[src/rtl/rx_loader_pkg.sv]
// Shared constants for the receive-side loader/sequencer.
//   CMD_*   : 32-bit command words recognised while idle
//   ST_*    : one-byte status codes handed to the transmitter
//   state_t : sequencer state encoding
package rx_loader_pkg;

    localparam logic [31:0] CMD_LOAD = 32'h0000_0001;
    localparam logic [31:0] CMD_RUN  = 32'h0000_0002;
    localparam logic [31:0] CMD_STEP = 32'h0000_0003;
    localparam logic [31:0] CMD_HALT = 32'h0000_0004;

    localparam logic [7:0] ST_OK   = 8'h4B;
    localparam logic [7:0] ST_HALT = 8'h48;
    localparam logic [7:0] ST_ERR  = 8'h45;

    typedef enum logic [2:0] {
        S_IDLE,
        S_LEN,
        S_LOAD,
        S_RUN,
        S_STEP
    } state_t;

endpackage

[src/rtl/rx_loader_ctrl_if.sv]
// Bundle of the loader's data-path signals.
//   rx_valid/rx_data : assembled receive word from the UART side
//   mips_halt        : halt level from the core
//   imem_*           : instruction-memory write port
//   mips_enable/reset: core clock-enable and reset hold
//   tx_start/tx_data : status byte to the transmit side
//   error            : sticky protocol error
// master = the loader controller, slave = its environment.
interface rx_loader_ctrl_if #(parameter int ADDR_W = 8);
    logic              rx_valid;
    logic [31:0]       rx_data;
    logic              mips_halt;
    logic              imem_we;
    logic [ADDR_W-1:0] imem_addr;
    logic [31:0]       imem_wdata;
    logic              mips_enable;
    logic              mips_reset;
    logic              tx_start;
    logic [7:0]        tx_data;
    logic              error;

    modport master (
        input  rx_valid, rx_data, mips_halt,
        output imem_we, imem_addr, imem_wdata, mips_enable, mips_reset,
               tx_start, tx_data, error
    );

    modport slave (
        output rx_valid, rx_data, mips_halt,
        input  imem_we, imem_addr, imem_wdata, mips_enable, mips_reset,
               tx_start, tx_data, error
    );
endinterface

[src/rtl/rx_loader_ctrl.sv]
// Command sequencer between the UART word assembler and the MIPS core.
// Decodes receive words as commands or payload, loads a program image
// into instruction memory, gates the core clock-enable for run/step and
// reports status bytes.
//   clk   : system clock
//   reset : asynchronous, active-high
//   bus   : rx_loader_ctrl_if master modport (all data-path signals)
//
// state  | meaning
// -------+-----------------------------------------------
// IDLE   | waiting for a command word
// LEN    | next word is the image length N
// LOAD   | writing N payload words at sequential addresses
// RUN    | core free-running until halt
// STEP   | core enabled for this single cycle
module rx_loader_ctrl
    import rx_loader_pkg::*;
#(
    parameter int ADDR_W = 8
) (
    input  logic             clk,
    input  logic             reset,
    rx_loader_ctrl_if.master bus
);

    localparam int CNT_W = ADDR_W + 1;
    localparam logic [31:0] DEPTH = 32'(1) << ADDR_W;

    state_t            state_q, state_n;
    logic              loaded_q, loaded_n;
    logic              error_q, error_n;
    logic [CNT_W-1:0]  cnt_q, cnt_n;
    logic [ADDR_W-1:0] addr_q, addr_n;
    logic              imem_we_q, imem_we_n;
    logic [ADDR_W-1:0] imem_addr_q, imem_addr_n;
    logic [31:0]       imem_wdata_q, imem_wdata_n;
    logic              mips_enable_q, mips_enable_n;
    logic              mips_reset_q, mips_reset_n;
    logic              tx_start_q, tx_start_n;
    logic [7:0]        tx_data_q, tx_data_n;

    always_ff @(posedge clk or posedge reset) begin
        if (reset) begin
            state_q       <= S_IDLE;
            loaded_q      <= 1'b0;
            error_q       <= 1'b0;
            cnt_q         <= '0;
            addr_q        <= '0;
            imem_we_q     <= 1'b0;
            imem_addr_q   <= '0;
            imem_wdata_q  <= '0;
            mips_enable_q <= 1'b0;
            mips_reset_q  <= 1'b1;
            tx_start_q    <= 1'b0;
            tx_data_q     <= '0;
        end else begin
            state_q       <= state_n;
            loaded_q      <= loaded_n;
            error_q       <= error_n;
            cnt_q         <= cnt_n;
            addr_q        <= addr_n;
            imem_we_q     <= imem_we_n;
            imem_addr_q   <= imem_addr_n;
            imem_wdata_q  <= imem_wdata_n;
            mips_enable_q <= mips_enable_n;
            mips_reset_q  <= mips_reset_n;
            tx_start_q    <= tx_start_n;
            tx_data_q     <= tx_data_n;
        end
    end

    always_comb begin
        state_n       = state_q;
        loaded_n      = loaded_q;
        error_n       = error_q;
        cnt_n         = cnt_q;
        addr_n        = addr_q;
        imem_we_n     = 1'b0;
        imem_addr_n   = imem_addr_q;
        imem_wdata_n  = imem_wdata_q;
        mips_enable_n = 1'b0;
        tx_start_n    = 1'b0;
        tx_data_n     = tx_data_q;
        // Built from the current registers so it falls one cycle after
        // the final load write, not together with it.
        mips_reset_n  = ~loaded_q | (state_q == S_LEN) | (state_q == S_LOAD);

        case (state_q)
            S_IDLE: begin
                if (bus.rx_valid) begin
                    case (bus.rx_data)
                        CMD_LOAD: begin
                            loaded_n = 1'b0;
                            error_n  = 1'b0;
                            state_n  = S_LEN;
                        end
                        CMD_RUN, CMD_STEP: begin
                            if (loaded_q) begin
                                state_n       = (bus.rx_data == CMD_RUN) ? S_RUN : S_STEP;
                                mips_enable_n = 1'b1;
                            end else begin
                                tx_start_n = 1'b1;
                                tx_data_n  = ST_ERR;
                                error_n    = 1'b1;
                            end
                        end
                        CMD_HALT: ;
                        default: begin
                            tx_start_n = 1'b1;
                            tx_data_n  = ST_ERR;
                            error_n    = 1'b1;
                        end
                    endcase
                end
            end
            S_LEN: begin
                if (bus.rx_valid) begin
                    if (bus.rx_data != 32'd0 && bus.rx_data <= DEPTH) begin
                        cnt_n   = bus.rx_data[CNT_W-1:0];
                        addr_n  = '0;
                        state_n = S_LOAD;
                    end else begin
                        tx_start_n = 1'b1;
                        tx_data_n  = ST_ERR;
                        error_n    = 1'b1;
                        state_n    = S_IDLE;
                    end
                end
            end
            S_LOAD: begin
                if (bus.rx_valid) begin
                    imem_we_n    = 1'b1;
                    imem_addr_n  = addr_q;
                    imem_wdata_n = bus.rx_data;
                    addr_n       = addr_q + 1'b1;
                    cnt_n        = cnt_q - 1'b1;
                    // Terminal count: this is the Nth word.
                    if (cnt_q == CNT_W'(1)) begin
                        loaded_n   = 1'b1;
                        tx_start_n = 1'b1;
                        tx_data_n  = ST_OK;
                        state_n    = S_IDLE;
                    end
                end
            end
            S_RUN: begin
                mips_enable_n = 1'b1;
                if (bus.mips_halt || (bus.rx_valid && bus.rx_data == CMD_HALT)) begin
                    mips_enable_n = 1'b0;
                    tx_start_n    = 1'b1;
                    tx_data_n     = ST_HALT;
                    state_n       = S_IDLE;
                end
            end
            S_STEP: state_n = S_IDLE;
            default: state_n = S_IDLE;
        endcase
    end

    assign bus.imem_we     = imem_we_q;
    assign bus.imem_addr   = imem_addr_q;
    assign bus.imem_wdata  = imem_wdata_q;
    assign bus.mips_enable = mips_enable_q;
    assign bus.mips_reset  = mips_reset_q;
    assign bus.tx_start    = tx_start_q;
    assign bus.tx_data     = tx_data_q;
    assign bus.error       = error_q;

endmodule

[src/flat_wrapper.sv]
// flat-port wrapper written by rule: the top's interface ports become plain ports
module rx_loader_ctrl_flat import rx_loader_pkg::*;
#(
    parameter int ADDR_W = 8
)
  (clk, reset, bus_rx_valid, bus_rx_data, bus_mips_halt, bus_imem_we, bus_imem_addr, bus_imem_wdata, bus_mips_enable, bus_mips_reset, bus_tx_start, bus_tx_data, bus_error);
  rx_loader_ctrl_if #(.ADDR_W(ADDR_W)) bus_i ();
  input  logic clk;
  input  logic reset;
  input wire logic [$bits(bus_i.rx_valid)-1:0] bus_rx_valid;
  input wire logic [$bits(bus_i.rx_data)-1:0] bus_rx_data;
  input wire logic [$bits(bus_i.mips_halt)-1:0] bus_mips_halt;
  output wire logic [$bits(bus_i.imem_we)-1:0] bus_imem_we;
  output wire logic [$bits(bus_i.imem_addr)-1:0] bus_imem_addr;
  output wire logic [$bits(bus_i.imem_wdata)-1:0] bus_imem_wdata;
  output wire logic [$bits(bus_i.mips_enable)-1:0] bus_mips_enable;
  output wire logic [$bits(bus_i.mips_reset)-1:0] bus_mips_reset;
  output wire logic [$bits(bus_i.tx_start)-1:0] bus_tx_start;
  output wire logic [$bits(bus_i.tx_data)-1:0] bus_tx_data;
  output wire logic [$bits(bus_i.error)-1:0] bus_error;
  assign bus_i.rx_valid = bus_rx_valid;
  assign bus_i.rx_data = bus_rx_data;
  assign bus_i.mips_halt = bus_mips_halt;
  assign bus_imem_we = bus_i.imem_we;
  assign bus_imem_addr = bus_i.imem_addr;
  assign bus_imem_wdata = bus_i.imem_wdata;
  assign bus_mips_enable = bus_i.mips_enable;
  assign bus_mips_reset = bus_i.mips_reset;
  assign bus_tx_start = bus_i.tx_start;
  assign bus_tx_data = bus_i.tx_data;
  assign bus_error = bus_i.error;
  rx_loader_ctrl #(.ADDR_W(ADDR_W)) u_core (.clk(clk), .reset(reset), .bus(bus_i));
endmodule
[config.mk]
export PLATFORM = sky130hd
export DESIGN_NAME = rx_loader_ctrl_flat
export DESIGN_NICKNAME = d
export VERILOG_FILES = /design/src/rtl/rx_loader_pkg.sv /design/src/rtl/rx_loader_ctrl_if.sv /design/src/rtl/rx_loader_ctrl.sv /design/src/flat_wrapper.sv
export SDC_FILE = /design/constraint.sdc
export NUM_CORES = 1
export LEC_CHECK = 0
export CAP_MARGIN = 20
export CORE_MARGIN = 8
export CORE_UTILIZATION = 49
export CTS_CLUSTER_DIAMETER = 100
export CTS_CLUSTER_SIZE = 25
export DETAILED_ROUTE_END_ITERATION = 10
export MAX_ROUTING_LAYER = met4
export PLACE_DENSITY = 0.8
export REMOVE_ABC_BUFFERS = 1
export SLEW_MARGIN = 20
export SYNTH_ARGS = -nofsm -noshare
export SYNTH_HDL_FRONTEND = slang
export SYNTH_SLANG_ARGS = --single-unit
export TNS_END_PERCENT = 5
[constraint.sdc]
create_clock -name clk -period 3.25 [get_ports clk]
set_clock_uncertainty 0.1 [all_clocks]
set_input_delay 0.65 -clock clk [delete_from_list [all_inputs] [get_ports clk]]
set_output_delay 0.65 -clock clk [all_outputs]
set_load 0.02 [all_outputs]
; ---- Yosys cells after proc, flatten, opt, wreduce, memory -nomap -nowiden
; Cells that the tools add are included.
[word_totals]
reg_bits = 74
latch_bits = 0
ramBits = 0
romBits = 0
input_bits = 36
n_memories = 0
[classes]
addsub = 2
mul = 0
div = 0
order_cmp = 1
eq_ne = 21
n_shift = 0
mux = 54
bitwise = 3
reduce_logical = 17
[op_table]
columns = op, n
row1 = $mux 8, 10
row2 = $eq 32x2->1 const B, 2
row3 = $eq 32x1->1 const B, 1
row4 = $eq 32x3->1 const B, 1
row5 = $le 32x9->1 const B, 1
row6 = $pmux 8 s2, 2
row7 = $pmux 8 s4, 1
row8 = $reduce_bool 32->1, 1
row9 = $mux 9, 3
row10 = $mux 1, 21
row11 = $mux 3, 7
row12 = $ne 2x2->1 const B, 9
row13 = $pmux 9 s2, 1
row14 = $pmux 3 s4, 1
row15 = $eq 9x1->1 const B, 1
row16 = $reduce_and 9->1, 1
row17 = $sub 9x1->9 const B, 1
row18 = $add 8x1->8 const B, 1
row19 = $pmux 1 s2, 4
row20 = $reduce_and 7->1, 1
row21 = $eq 3x2->1 const B, 2
row22 = $ne 3x3->1 const B, 2
row23 = $pmux 3 s2, 1
row24 = $reduce_and 6->1, 1
row25 = other kinds (17), 22

; ---- Logic depth before layout (Yosys ltp)
; Gate-level depths: netlist (run 1).
[depth]
word_depth = 6
mapped_depth = 8
ltp_nobuf = 7

; ---- Worst setup path after synthesis (run 1)
; OpenSTA, ideal clock, no wires.
[synth_path]
path_kind = in2reg
startpoint = input bus_rx_data[30]
endpoint = register u_core.addr_q[6]
setup_time_ns = 0.087
arrival_ns = 2.455
required_time_ns = 3.063
setup_slack_ns = 0.607
path_stages = 6
n_path_buf = 0
cell_sequence = nor4_4 -> nand4_4 -> a2111oi_4 -> o2111ai_2 -> or4_1 -> a22oi_1
[synth_via]
elab_chain_len = 4
elab_cells_between_ends = 5
cone_classes = order compare: 1 / eq/ne: 1 / reduce/logical: 3
[synth_lines]
columns = item, line
row1 = from (decl), flat_wrapper.sv:11  ; input wire logic [$bits(bus_i.rx_data)-1:0] bus_rx_data;
row2 = $le 32x9->1 or $reduce_bool 32->1 (tied branches), rx_loader_ctrl.sv:118  ; if (bus.rx_data != 32'd0 && bus.rx_data <= DEPTH) begin
row3 = $logic_and 1x1->1 (*), rx_loader_ctrl.sv:118
row4 = $ne 2x2->1 (no line) (*), --
row5 = $reduce_and 4->1 (no line) (*), --
row6 = to (signal assigned), rx_loader_ctrl.sv:61  ; addr_q <= addr_n;
row7 = to (decl), rx_loader_ctrl.sv:33  ; logic [ADDR_W-1:0] addr_q, addr_n;
; Every way passes the cells marked *; elsewhere a longest branch is shown, timed or not.
; A chain may end at the register's enable or synchronous reset.

; ---- Worst setup path after layout (run 1)
[layout_path]
startpoint = input bus_rx_data[19]
endpoint = register u_core.tx_data_q[1], in the netlist u_core.bus.tx_data[1]
[layout_via]
elab_chain_len = 5
elab_cells_between_ends = 19
cone_classes = order compare: 1 / eq/ne: 8 / mux: 3 / reduce/logical: 7
[layout_lines]
columns = item, line
row1 = branches (longest 5 deep; another with $le 32x9->1), --
row2 = to (signal assigned), rx_loader_ctrl.sv:68  ; tx_data_q <= tx_data_n;
row3 = to (decl), rx_loader_ctrl.sv:40  ; logic [7:0] tx_data_q, tx_data_n;
; Several ways; the timed one is not identified. The select of a mux whose other input is x is not followed.

==> results.json, run 1 <==
{
  "path_max_fanout": 9,
  "layoutNonFillerInstCount": 513,
  "synthArstFlopShare": 1.00,
  "setup_viol": 0,
  "crit_arrival_ns": 3.05,
  "io_buffers": 85,
  "fin_tns_setup_ns": 0,
  "wl_um": 8870,
  "holdWs_ns": 0.362,
  "total_power_mw": 4.16,
  "dp_hpwl_um": 6570,
  "pwr-share-seq": 0.371,
  "power.internal_mw": 2.61,
  "fp.dieH_um": 101,
  "clk_pin_slew_ns": 0.07,
  "grt_use_total": 0.190,
  "drive_above_1_share": 0.186,
  "ys_warn_count": 0,
  "finalHoldViolCount": 0,
  "clockRootBuffer": "clkbuf_8",
  "critPathRequiredTime_ns": 3.43,
  "utilization": 0.674,
  "combPwrFrac": 0.453,
  "syn_to_final_growth_pct": 36.3,
  "syn_inst": 311,
  "design_area_um2": 4790,
  "mostFrequentLayoutCell": "clkdlybuf4s50_1",
  "wl_per_cell_um": 17.3,
  "setup_ws_ns": 0.371,
  "firstDrtPassIters": 4,
  "cp-start-kind": "input port",
  "fillers": 518,
  "grt_pass1_wl_um": 14700,
  "grt_overflow": 0,
  "drt_iter0_drc": 140,
  "cts_tree": "yes",
  "final_cell_mix": "85 x clkdlybuf4s50_1, 70 x dfrtp_1, 29 x mux2_2, 22 x nor2_1, 17 x nand2_1",
  "synth_area_um2": 3510,
  "num_io_pins": 89,
  "rows": 31,
  "finalCritPeriodShare": 0.886,
  "antenna_cells": 0,
  "gp_congestion": 0.886,
  "cts_setup_buffers": 0,
  "worstSetupEndpointType": "flip-flop",
  "worstSkewPairLatency_ns": 0.34,
  "clkPwrFrac": 0.175,
  "vdd_drop_max_mv": 0.551,
  "synth_seq_cells": 71,
  "grt_max_degree": 43,
  "cts.hold.buffers_added": 0,
  "ys_seq_area_frac": 0.506,
  "net-switching-power_mw": 1.55,
  "viasPerCell": 5.49,
  "dp_cells": 497,
  "cts_max_level": 3,
  "die-area_um2": 10100,
  "dpl_worst_slack_ns": -0.0229,
  "synth.avg_cell_area_um2": 11.3,
  "vias": 2816,
  "tightest_slew_ns": 0.714,
  "layout_min_cycle_time_ns": 2.88,
  "drtAntennaViolNets": 0,
  "synthDistinctLibCells": 56,
  "crit_start": "bus_rx_data[19]",
  "synth_top_flop_cell": "dfrtp_1",
  "core-area_um2": 7100,
  "grt_pass1_vias": 2999,
  "rsz0062_at_grt": "false",
  "critPathKind": "in2reg",
  "r2r_start": "u_core.cnt_q[4]",
  "clockBufferDepth": 2,
  "place_area_um2": 4580,
  "critPathSlowestCell": "a2111oi_0",
  "cts_sinks": 71,
  "critical_path.cell_chain": "clkdlybuf4s50_1 > nor4_4 > nand4_4 > a2111oi_0 > o211ai_1 > a31oi_1 > a22o_1",
  "power.density_nw_per_um2": 869,
  "critPathMaxStageDelay_ns": 0.50,
  "outcome": "finished, final reports clean",
  "synth_edf_count": 0,
  "max-cap-violations": 0,
  "drcViolationCount": 0,
  "hold_class": "reg2reg",
  "p_leak_nw": 1.98,
  "final_nets": 448,
  "fmax_ghz": 0.347,
  "slew_headroom": 0.512,
  "cts_buffers": 9,
  "die_w_um": 101,
  "cts_resized": 0,
  "switching_share": 0.373,
  "antenna_found_initial": 0,
  "hold_start": "u_core.bus.tx_data[6]",
  "initial_core_util": 0.495,
  "report.final.slew_viol_count": 0
}
-- power groups by stage --
| stage | clock (mW) | sequential, mW | combinational [mW] |
|---|---|---|---|
| floorplan | 0 | 1.85 | 0.689 |
| global placement | 0 | 1.52 | 1.87 |
| detailed placement | 0 | 1.55 | 1.90 |
| CTS | 0.750 | 1.54 | 1.91 |
| global route | 0.787 | 1.60 | 2.03 |
| finish | 0.730 | 1.54 | 1.89 |
-- layout make-up --
class                   instances  area (um2)  share of cell area
inverters                      12        45.0             0.00941
flip-flops and latches         71        1780               0.371
clock buffers                  11         151              0.0316
repair buffers                102        1000               0.210
clock inverters                 5        56.3              0.0118
well taps                      99         124              0.0259
multi-input cells             213        1630               0.340
-- Yosys cell counts (4+ instances only) --
cell,number,area share
a21oi_1,9,0.013
a22o_1,4,0.010
a22oi_1,4,0.0086
a31oi_1,4,0.0071
clkbuf_1,14,0.015
dfrtp_1,70,0.50
inv_1,12,0.013
mux2_1,13,0.042
mux2_2,29,0.093
nand2_1,17,0.018
nand2b_1,4,0.0071
nand3_1,8,0.011
nand4_1,4,0.0071
nor2_1,23,0.025
nor3_1,12,0.017
nor4_1,5,0.0089
nor4_4,4,0.024
o21ai_0,8,0.011
o21ai_1,7,0.010
or3_1,6,0.011
-- critical path: cells and delay by family --
| family | cells | cell delay (ns) |
|---|---|---|
| and+or+nand+nor | 2 | 0.58 |
| AOI/OAI and AO/OA | 4 | 1.36 |
| buffers and inverters | 1 | 0.46 |
-- state kept, by name (all words and copies together), names as in the netlist --
signal	cells
u_core.addr_q	8
u_core.bus.error	1
u_core.bus.imem_addr	8
u_core.bus.imem_wdata	32
u_core.bus.imem_we	1
u_core.bus.mips_enable	1
u_core.bus.mips_reset	1
u_core.bus.tx_data	5
u_core.bus.tx_start	1
u_core.cnt_q	9
u_core.loaded_q	1
u_core.state_q	3
-- metal layers --
| layer | vias up | track usage | part of all wire |
|---|---|---|---|
| li1 | 1341 | - | - |
| met1 | 1373 | 0.231 | 0.43 |
| met2 | 90 | 0.295 | 0.48 |
| met3 | 12 | 0.0608 | 0.072 |
| met4 | 0 | 0.0570 | 0.012 |
| met5 | - | - | 0 |
-- logic make-up after synthesis --
| kind of cell | share of synthesized area |
|---|---|
| AO/OA/AOI/OAI | 0.140 |
| buffers and inverters | 0.0342 |
| other | 0.00107 |
| multiplexers | 0.140 |
| flip-flops | 0.506 |
| XOR/XNOR | 0.00249 |
| AND/OR/NAND/NOR | 0.165 |
| adder cells (fa/ha/maj) | 0.0107 |
-- worst paths after layout --
path                                            to  slack [ns]  depth (start not counted)
min in group asynchronous  u_core.bus.imem_addr[0]        0.62                          2
min                          u_core.bus.tx_data[6]        0.36                          1
max reg2reg                  u_core.bus.tx_data[1]        0.94                          6
min reg2reg                  u_core.bus.tx_data[6]        0.36                          1
max                          u_core.bus.tx_data[1]        0.37                          7
max in group asynchronous    u_core.bus.tx_data[6]        1.79                          3
Note: power is estimated with default switching activity, not from simulation.
==> run 2, diff against run 1 <==
SLEW_MARGIN = unset   (was 20)
==> results of run 2 <==
The final DEF is identical to that of run 1; final timing and power are the same.
